<file path="src/rtl/mult_ctrl.sv">
// mult_ctrl: unsigned 16x16 shift-and-add multiply sequencer.
// It borrows the shared execute-stage ALU for both the accumulate add and the
// multiplicand shift, and returns the low 16 bits of the product with a sticky
// flag that is set when the full product does not fit in 16 bits.
module mult_ctrl (
    input  logic        clk,
    input  logic        rst,
    input  logic        start,
    input  logic [15:0] opA,
    input  logic [15:0] opB,
    output logic        busy,
    output logic        done,
    output logic [15:0] result,
    output logic        ovf,
    output logic [15:0] aluA,
    output logic [15:0] aluB,
    output logic [2:0]  aluOp,
    output logic        aluCin,
    output logic        aluInvA,
    output logic        aluInvB,
    output logic        aluSign,
    input  logic [15:0] aluOut,
    input  logic        aluOfl
);

    localparam logic [2:0] OpAdd = 3'h4;
    localparam logic [2:0] OpSll = 3'h1;

    typedef enum logic [2:0] {
        StIdle,
        StStep,
        StAdd,
        StShift,
        StDone
    } state_e;

    state_e      state_q, state_d;
    logic [15:0] acc_q, acc_d;
    logic [15:0] mcand_q, mcand_d;
    logic [15:0] mplier_q, mplier_d;
    logic        ovf_q, ovf_d;

    // State and datapath registers; reset aborts any operation in flight.
    always_ff @(posedge clk) begin
        if (rst) begin
            state_q  <= StIdle;
            acc_q    <= 16'h0000;
            mcand_q  <= 16'h0000;
            mplier_q <= 16'h0000;
            ovf_q    <= 1'b0;
        end else begin
            state_q  <= state_d;
            acc_q    <= acc_d;
            mcand_q  <= mcand_d;
            mplier_q <= mplier_d;
            ovf_q    <= ovf_d;
        end
    end

    // Next-state, datapath updates and the ALU request for the current state.
    always_comb begin
        state_d  = state_q;
        acc_d    = acc_q;
        mcand_d  = mcand_q;
        mplier_d = mplier_q;
        ovf_d    = ovf_q;
        aluA     = 16'h0000;
        aluB     = 16'h0000;
        aluOp    = OpAdd;
        done     = 1'b0;

        unique case (state_q)
            StIdle: begin
                if (start) begin
                    acc_d    = 16'h0000;
                    mcand_d  = opA;
                    mplier_d = opB;
                    ovf_d    = 1'b0;
                    state_d  = StStep;
                end
            end
            StStep: begin
                // Early exit once no multiplier bits remain.
                if (mplier_q == 16'h0000) begin
                    state_d = StDone;
                end else if (mplier_q[0]) begin
                    state_d = StAdd;
                end else begin
                    state_d = StShift;
                end
            end
            StAdd: begin
                aluA    = acc_q;
                aluB    = mcand_q;
                aluOp   = OpAdd;
                acc_d   = aluOut;
                ovf_d   = ovf_q | aluOfl;
                state_d = StShift;
            end
            StShift: begin
                aluA     = mcand_q;
                aluB     = 16'h0001;
                aluOp    = OpSll;
                mcand_d  = aluOut;
                mplier_d = mplier_q >> 1;
                // A multiplicand bit shifted out still has a multiplier bit to
                // meet, so the full product cannot fit in 16 bits.
                if (mcand_q[15] && (mplier_q[15:1] != 15'd0)) begin
                    ovf_d = 1'b1;
                end
                state_d = StStep;
            end
            StDone: begin
                done    = 1'b1;
                state_d = StIdle;
            end
            default: begin
                state_d = StIdle;
            end
        endcase
    end

    // Fixed ALU controls: unsigned, no carry-in, no operand inversion.
    always_comb begin
        aluCin  = 1'b0;
        aluInvA = 1'b0;
        aluInvB = 1'b0;
        aluSign = 1'b0;
    end

    assign busy   = (state_q != StIdle);
    assign result = acc_q;
    assign ovf    = ovf_q;

endmodule

</file>
<file path="config.mk">
export PLATFORM = sky130hd
export DESIGN_NAME = mult_ctrl
export DESIGN_NICKNAME = d
export VERILOG_FILES = /design/src/rtl/mult_ctrl.sv
export SDC_FILE = /design/constraint.sdc
export NUM_CORES = 1
export LEC_CHECK = 0
export BUFFER_PORTS_ARGS = -buffer_cell sky130_fd_sc_hd__buf_4
export CORE_ASPECT_RATIO = 0.8
export CORE_MARGIN = 3
export CORE_UTILIZATION = 47
export DETAILED_ROUTE_END_ITERATION = 7
export GPL_TIMING_DRIVEN = 0
export PLACE_DENSITY = 0.83
export RECOVER_POWER = 50
export SLEW_MARGIN = 10
export SYNTH_ARGS = -nofsm -noshare
export SYNTH_HDL_FRONTEND = slang
export SYNTH_SLANG_ARGS = --single-unit
export TNS_END_PERCENT = 1
</file>
<file path="constraint.sdc">
create_clock -name clk -period 2.1 [get_ports clk]
set_clock_uncertainty 0.05 [all_clocks]
set_input_delay 0 -clock clk [delete_from_list [all_inputs] [get_ports clk]]
set_output_delay 0 -clock clk [all_outputs]
set_load 0.03 [all_outputs]
</file>
Word level (Yosys, flattened, before mapping)
Index checks and enable logic that the tools add are counted.
{ "totals": {"ff_bits": 52, "inputBits": 52, "word_cells": 40} }
{ "classes": {"n_eq_ne": 6, "muxes": 17, "bitwise": 1, "n_reduce_logical": 11} }
{ "op_table": {"columns": ["op", "count"], "rows": [
  ["case mux 16 bit (2 select lines)", 5],
  ["two-way mux 16 bit", 3],
  ["zero test 16 bit", 1],
  ["nonzero test 15 bit", 1],
  ["case mux 3 bit (4 select lines)", 1],
  ["two-way mux 3 bit", 3],
  ["equality test 3 x 2 -> 1 bit, second input constant", 2],
  ["nonzero test 3 bit", 2],
  ["two-way mux 1 bit", 4],
  ["!= test 2 bit, second input constant", 2],
  ["AND reduction 2 bit", 2],
  ["nonzero test 2 bit", 2],
  ["equality test 3 x 1 -> 1 bit, second input constant", 1],
  ["equality test 3 bit, second input constant", 1],
  ["zero test 3 bit", 1],
  ["case mux 1 bit (3 select lines)", 1],
  ["AND reduction 3 bit", 1],
  ["logical AND 1 bit", 1],
  ["bitwise OR 1 bit", 1]
]} }

Depth between registers and ports, before layout
{ "depth": {"depth_word": 4, "ltp_mapped": 7} }

Worst setup path before layout
No wires, ideal clock.
{ "synth_timing": {"path_type": "reg2out", "startpoint": "reg state_q[2]", "endpoint": "out aluA[0]", "arrival_time_ns": 1.737, "required_time_ns": 2.050, "path_slack_ns": 0.313, "path_stages_with_launch": 6, "cell_sequence": "dfxtp_1 > buf_6 > nand3b_2 > inv_1 > clkbuf_1 > a22o_1"} }
{ "synth_between": {"elab_chain_cells": 2} }
{ "synth_lines": {"columns": ["item", "line_no", "source"], "rows": [
  ["start, declared", "37", "state_e state_q, state_d;"],
  ["start signal, assigned", "46", "state_q <= StIdle;"],
  ["start signal, assigned", "52", "state_q <= state_d;"],
  ["equality test 3 x 2 -> 1 bit", "72", "unique case (state_q)"],
  ["case mux 16 bit (2 select lines) *", "72", null],
  ["end, declared", "15", "output logic [15:0] aluA,"]
]} }
Mark *: on every way between the ends. The rest lies on a longest branch, timed or not.

Worst setup path after layout
{ "layout_timing": {"startpoint": "reg state_q[1]", "endpoint": "out aluB[15]"} }
{ "layout_between": {"elab_chain_cells": 2} }
{ "layout_lines": {"columns": ["item", "line_no", "source"], "rows": [
  ["equality test 3 x 2 -> 1 bit", "72", null],
  ["case mux 16 bit (2 select lines) *", "72", null],
  ["end, declared", "16", "output logic [15:0] aluB,"]
]} }
Marks and branches as above.

==> flow_results.org <==
** Global route
- GR Overflow Total :: 0
- Vias in the first global route :: 2897
- The number of antenna violations at the first check in global routing came to 0.
- Wire length of the first global-routing pass :: approximately 14000 microns
- Largest net degree at the start of global routing :: 15
- Total global routing track utilization :: 0.2949

** Power and ir drop
- Worst VDD drop :: roughly 0.53 mV
- Static Leakage :: between 1.5 and 2 nW
- Total power for the finished layout comes to about 3.3 mW.
- Dividing total power by cell area gives a power density of 866.5 nW/um^2.

** Critical path
- For flop-to-flop paths, the worst setup slack is about 0.07 ns.
- In this run the worst path has a maximum fanout of 10.
- Highest cell delay on the worst timing path :: ~0.5 ns
- Data required, critical path :: ~2 ns
- For the worst setup path, the data arrival time is about 2.0 ns.
- The worst setup path is captured at an output pin.
- The worst register-to-register path begins at state_q[2]$_SDFFE_PP0P_.
- Critical path's most frequent cell :: sky130_fd_sc_hd__clkbuf_1
- Counting cells, the worst reg-to-reg path comes to 6.
- The worst register-to-register path ends at mcand_q[7]$_SDFFE_PP0P_.
- Slowest stage cell, crit path :: sky130_fd_sc_hd__dfxtp_1
- Worst setup SP type :: register
- Critical Path Source :: state_q[1]$_SDFFE_PP0P_
- The worst setup path is of the register to output pin kind.
- Critical Path Sink :: aluB[15]
- Walking the worst path, the cells encountered are clkbuf_1, clkbuf_1, and3_1, buf_4.

** Floorplanning
- DIE HEIGHT :: about 71 microns
- The floorplan step set the die width to between 80 and 90 microns.
- Number of ports placed on the die boundary :: 110
- Overall die area :: 6241 sq um
- CORE AREA :: around 5100 sq um
- Row generation in the floorplan step produced 23 rows.
- Effective utilization at floorplan :: 0.4941

** Routing
- In the routed layout, each cell is associated on average with a via count of roughly 5.5.
- Wl on met1 :: 3731 microns
- After detailed routing, the average wire length per cell comes to about 17 microns.
- Total met2 wirelength after detailed routing :: roughly 4300 microns
- DRC errors left :: 0
- Detailed routing inserted a total of 2978 vias.
- Post-route ant nets :: 0
- Uppermost signal routing layer after detailed routing :: met4
- Detailed routing placed a total of 929 microns of wire on met3.
- Post-detailed-routing wire length :: between 9000 and 10000 microns
- For this block, the initial DRC count from the detailed router was 266.
- For this run, the detailed router's first-pass iteration total came to 5.

** STA
- On the final layout, the worst hold slack is approximately 0.09 ns.
- Slew headroom :: 0.5372
- The clock period could shrink to between 2 and 2.5 ns.
- Of the available clock period, the critical path in the final layout requires 0.9786.
- Fmax achieved :: approximately 0.5 GHz
- Setup repair after global routing could not meet its margin everywhere.
- Setup slack on the critical path of the routed design comes to between 0.04 and 0.05 ns.
- For the pin with the worst max-slew slack, the measured transition is between 0.6 and 0.7 ns.
- Setup violations remaining at the end of the flow were counted as 0.
- The number of max-slew violations in the final report is 0.
- The number of hold-slack violations in the final timing report was 0.

** Logic synthesis
- Share of the yosys chip area belonging to registers :: 0.4160
- Most instantiated library cell after synthesis :: sky130_fd_sc_hd__nor2_1
- Number of flops mapped to enable cells by yosys :: 0
- In this run the mean area of a mapped cell was 7.969 sq um.
- The share of synthesized area in the top cell type comes to 0.4160.
- Summing every instance area after synthesis gives roughly 2500 sq um.
- Number of synthesized register bits :: between 50 and 60
- Post-synthesis async set-or-reset flop share :: 0
- After synthesis, the netlist uses 30 different library cells.
- Biggest area contributors in the synthesized netlist :: sky130_fd_sc_hd__dfxtp_1, sky130_fd_sc_hd__nor2_1, sky130_fd_sc_hd__a21oi_1
- Yosys Warn Count :: 0
- The most used flip-flop cell after synthesis is sky130_fd_sc_hd__dfxtp_1.
- Top cells by count, synth :: sky130_fd_sc_hd__nor2_1, sky130_fd_sc_hd__dfxtp_1, sky130_fd_sc_hd__nand2_1
- Synthesized netlist cell count :: ~310
- The largest total area in the synthesized netlist belongs to sky130_fd_sc_hd__dfxtp_1.

** Status
- The flow ran to the end, and the final reports show no timing, DRC or antenna violations.

** Clock network
- Counting the buffers created by CTS gives 5.
- TritonCTS clock tree :: yes
- CTS saw 52 sinks.
- In this run the number of H-tree levels came out at 2.
- Clock latency on the worst-skew pair :: approximately 0.31 ns
- Root buffer cell :: sky130_fd_sc_hd__clkbuf_8
- Counting along the longest clock path gives a buffer depth of 2.
- Clock-pin slew was measured on the worst setup and hold paths at roughly 0.10 ns.
- Once the clock tree was built, the setup fixing pass inserted 0 buffers.

** Final layout
- Share of layout cells above drive strength 1 :: 0.2427
- Combined area of the multi-input logic cells :: about 1300 sq um
- Layout net count :: around 530
- The repair_antennas step left the layout with diodes totalling 0.
- For this run, the share of the core covered by cells in the final layout is 0.7628.
- Sequential cell area :: around 1000 sq um
- Area Overhead vs Synth :: 54.40%
- Count of filler cells inserted in the layout :: 364

** Place
- OpenSTA, run right after detailed placement, puts the worst setup slack at ~0.083 ns.
- Routability-driven placement finished with a final weighted congestion of about 0.86.
- Summed over all nets, the half-perimeter wirelength after detailed placement is approximately 6000 microns.
- Count of port buffers added during placement :: ~100

** Worst hold path
- Worst hold path class :: input pin to register

** Flow run
- Maxcap violations :: 0
## layer usage
layer | vias to the layer above | track usage
li1 | 1425 | -
met1 | 1353 | 0.3839
met2 | 172 | 0.4858
met3 | 28 | 0.07011
met4 | 0 | 0.09029
met5 | - | 0
## metrics by stage
stage / std cells / TNS [ns] / cell area (sq um)
6_report: 540 / 0 / 3864
5_1_grt: 540 / -0.2904 / 3864
4_1_cts: 540 / 0 / 3958
3_5_place_dp: 483 / 0 / 3368
3_3_place_gp: 483 / 0 / 3368
2_1_floorplan: 318 / 0 / 2517
## how the worst min path moves through the flow
stage,cells past startpoint,slack [ns],to,startpoint
2_1_floorplan,2,0.09,mplier_q[15]$_SDFFE_PP0P_,opB[15]
3_3_place_gp,3,0.21,result[3]$_SDFFE_PP0P_,aluOut[3]
3_5_place_dp,3,0.22,result[6]$_SDFFE_PP0P_,aluOut[6]
4_1_cts,5,0.08,ovf$_SDFFE_PP0P_,aluOfl
5_1_grt,4,0.11,state_q[0]$_SDFFE_PP0P_,rst
6_report,4,0.09,state_q[2]$_SDFFE_PP0P_,rst
## timing repair
action / CTS / global route
hold endpoints to repair: 49 / 0
setup endpoints to repair: 16 / 25
hold buffers: 49 / 0
resized for setup: 4 / 8
## cells by family (layout without fill, tap and decap cells)
group / count (synthesis) / after routing / synth area share
AND/OR/NAND/NOR: 162 / 162 / 0.3375
AO/OA/AOI/OAI: 65 / 65 / 0.1700
flip-flops: 52 / 52 / 0.4160
buffers and inverters: 34 / 194 / 0.07500
other: 1 / 5 / 0.001499
## sequential cells by signal, summed over array words and instances (netlist names)
| signal | count |
|---|---|
| mcand_q | 16 |
| mplier_q | 16 |
| ovf | 1 |
| result | 16 |
| state_q | 3 |
## worst max-delay path: cells and delay by family, from the launching register on
| kind | cells | cell delay [ns] |
|---|---|---|
| buffers and inverters | 3 | 0.91 |
| DFF | 1 | 0.51 |
| and+or+nand+nor | 1 | 0.26 |
## report_power, final
part           leakage (nW)  switching (mW)  total, mW  internal (mW)
Clock                0.0455           0.333      0.603          0.270
Sequential            0.426           0.156       1.32           1.17
Combinational          1.23           0.909       1.42          0.514
Total                  1.71            1.40       3.35           1.95
## layout make-up
type | instances | share of cell area
Sequential cell | 52 | 0.2694
Multi-Input combinational cell | 232 | 0.3339
Inverter | 2 | 0.001943
Buffer | 32 | 0.04760
Clock buffer | 8 | 0.02332
Timing Repair Buffer | 152 | 0.3038
Tap cell | 62 | 0.02008
## layout by cell type, fill, tap and decap left out, types with 2 or more instances in the layout
master                           n
sky130_fd_sc_hd__buf_4          84
sky130_fd_sc_hd__nor2_1         61
sky130_fd_sc_hd__dfxtp_1        52
sky130_fd_sc_hd__dlygate4sd3_1  49
sky130_fd_sc_hd__clkbuf_1       38
sky130_fd_sc_hd__nand2_1        34
sky130_fd_sc_hd__a21oi_1        32
sky130_fd_sc_hd__nand3_1        18
sky130_fd_sc_hd__a22o_1         16
sky130_fd_sc_hd__and3_1         15
sky130_fd_sc_hd__nor4_1         14
sky130_fd_sc_hd__a22oi_1        13
sky130_fd_sc_hd__nor4_2          7
sky130_fd_sc_hd__buf_2           6
sky130_fd_sc_hd__clkbuf_8        6
sky130_fd_sc_hd__clkbuf_2        5
sky130_fd_sc_hd__conb_1          5
sky130_fd_sc_hd__nor3_1          3
sky130_fd_sc_hd__inv_1           2
sky130_fd_sc_hd__clkbuf_4        2
sky130_fd_sc_hd__a211oi_1        2
Note: power is estimated with default switching activity, not from simulation.
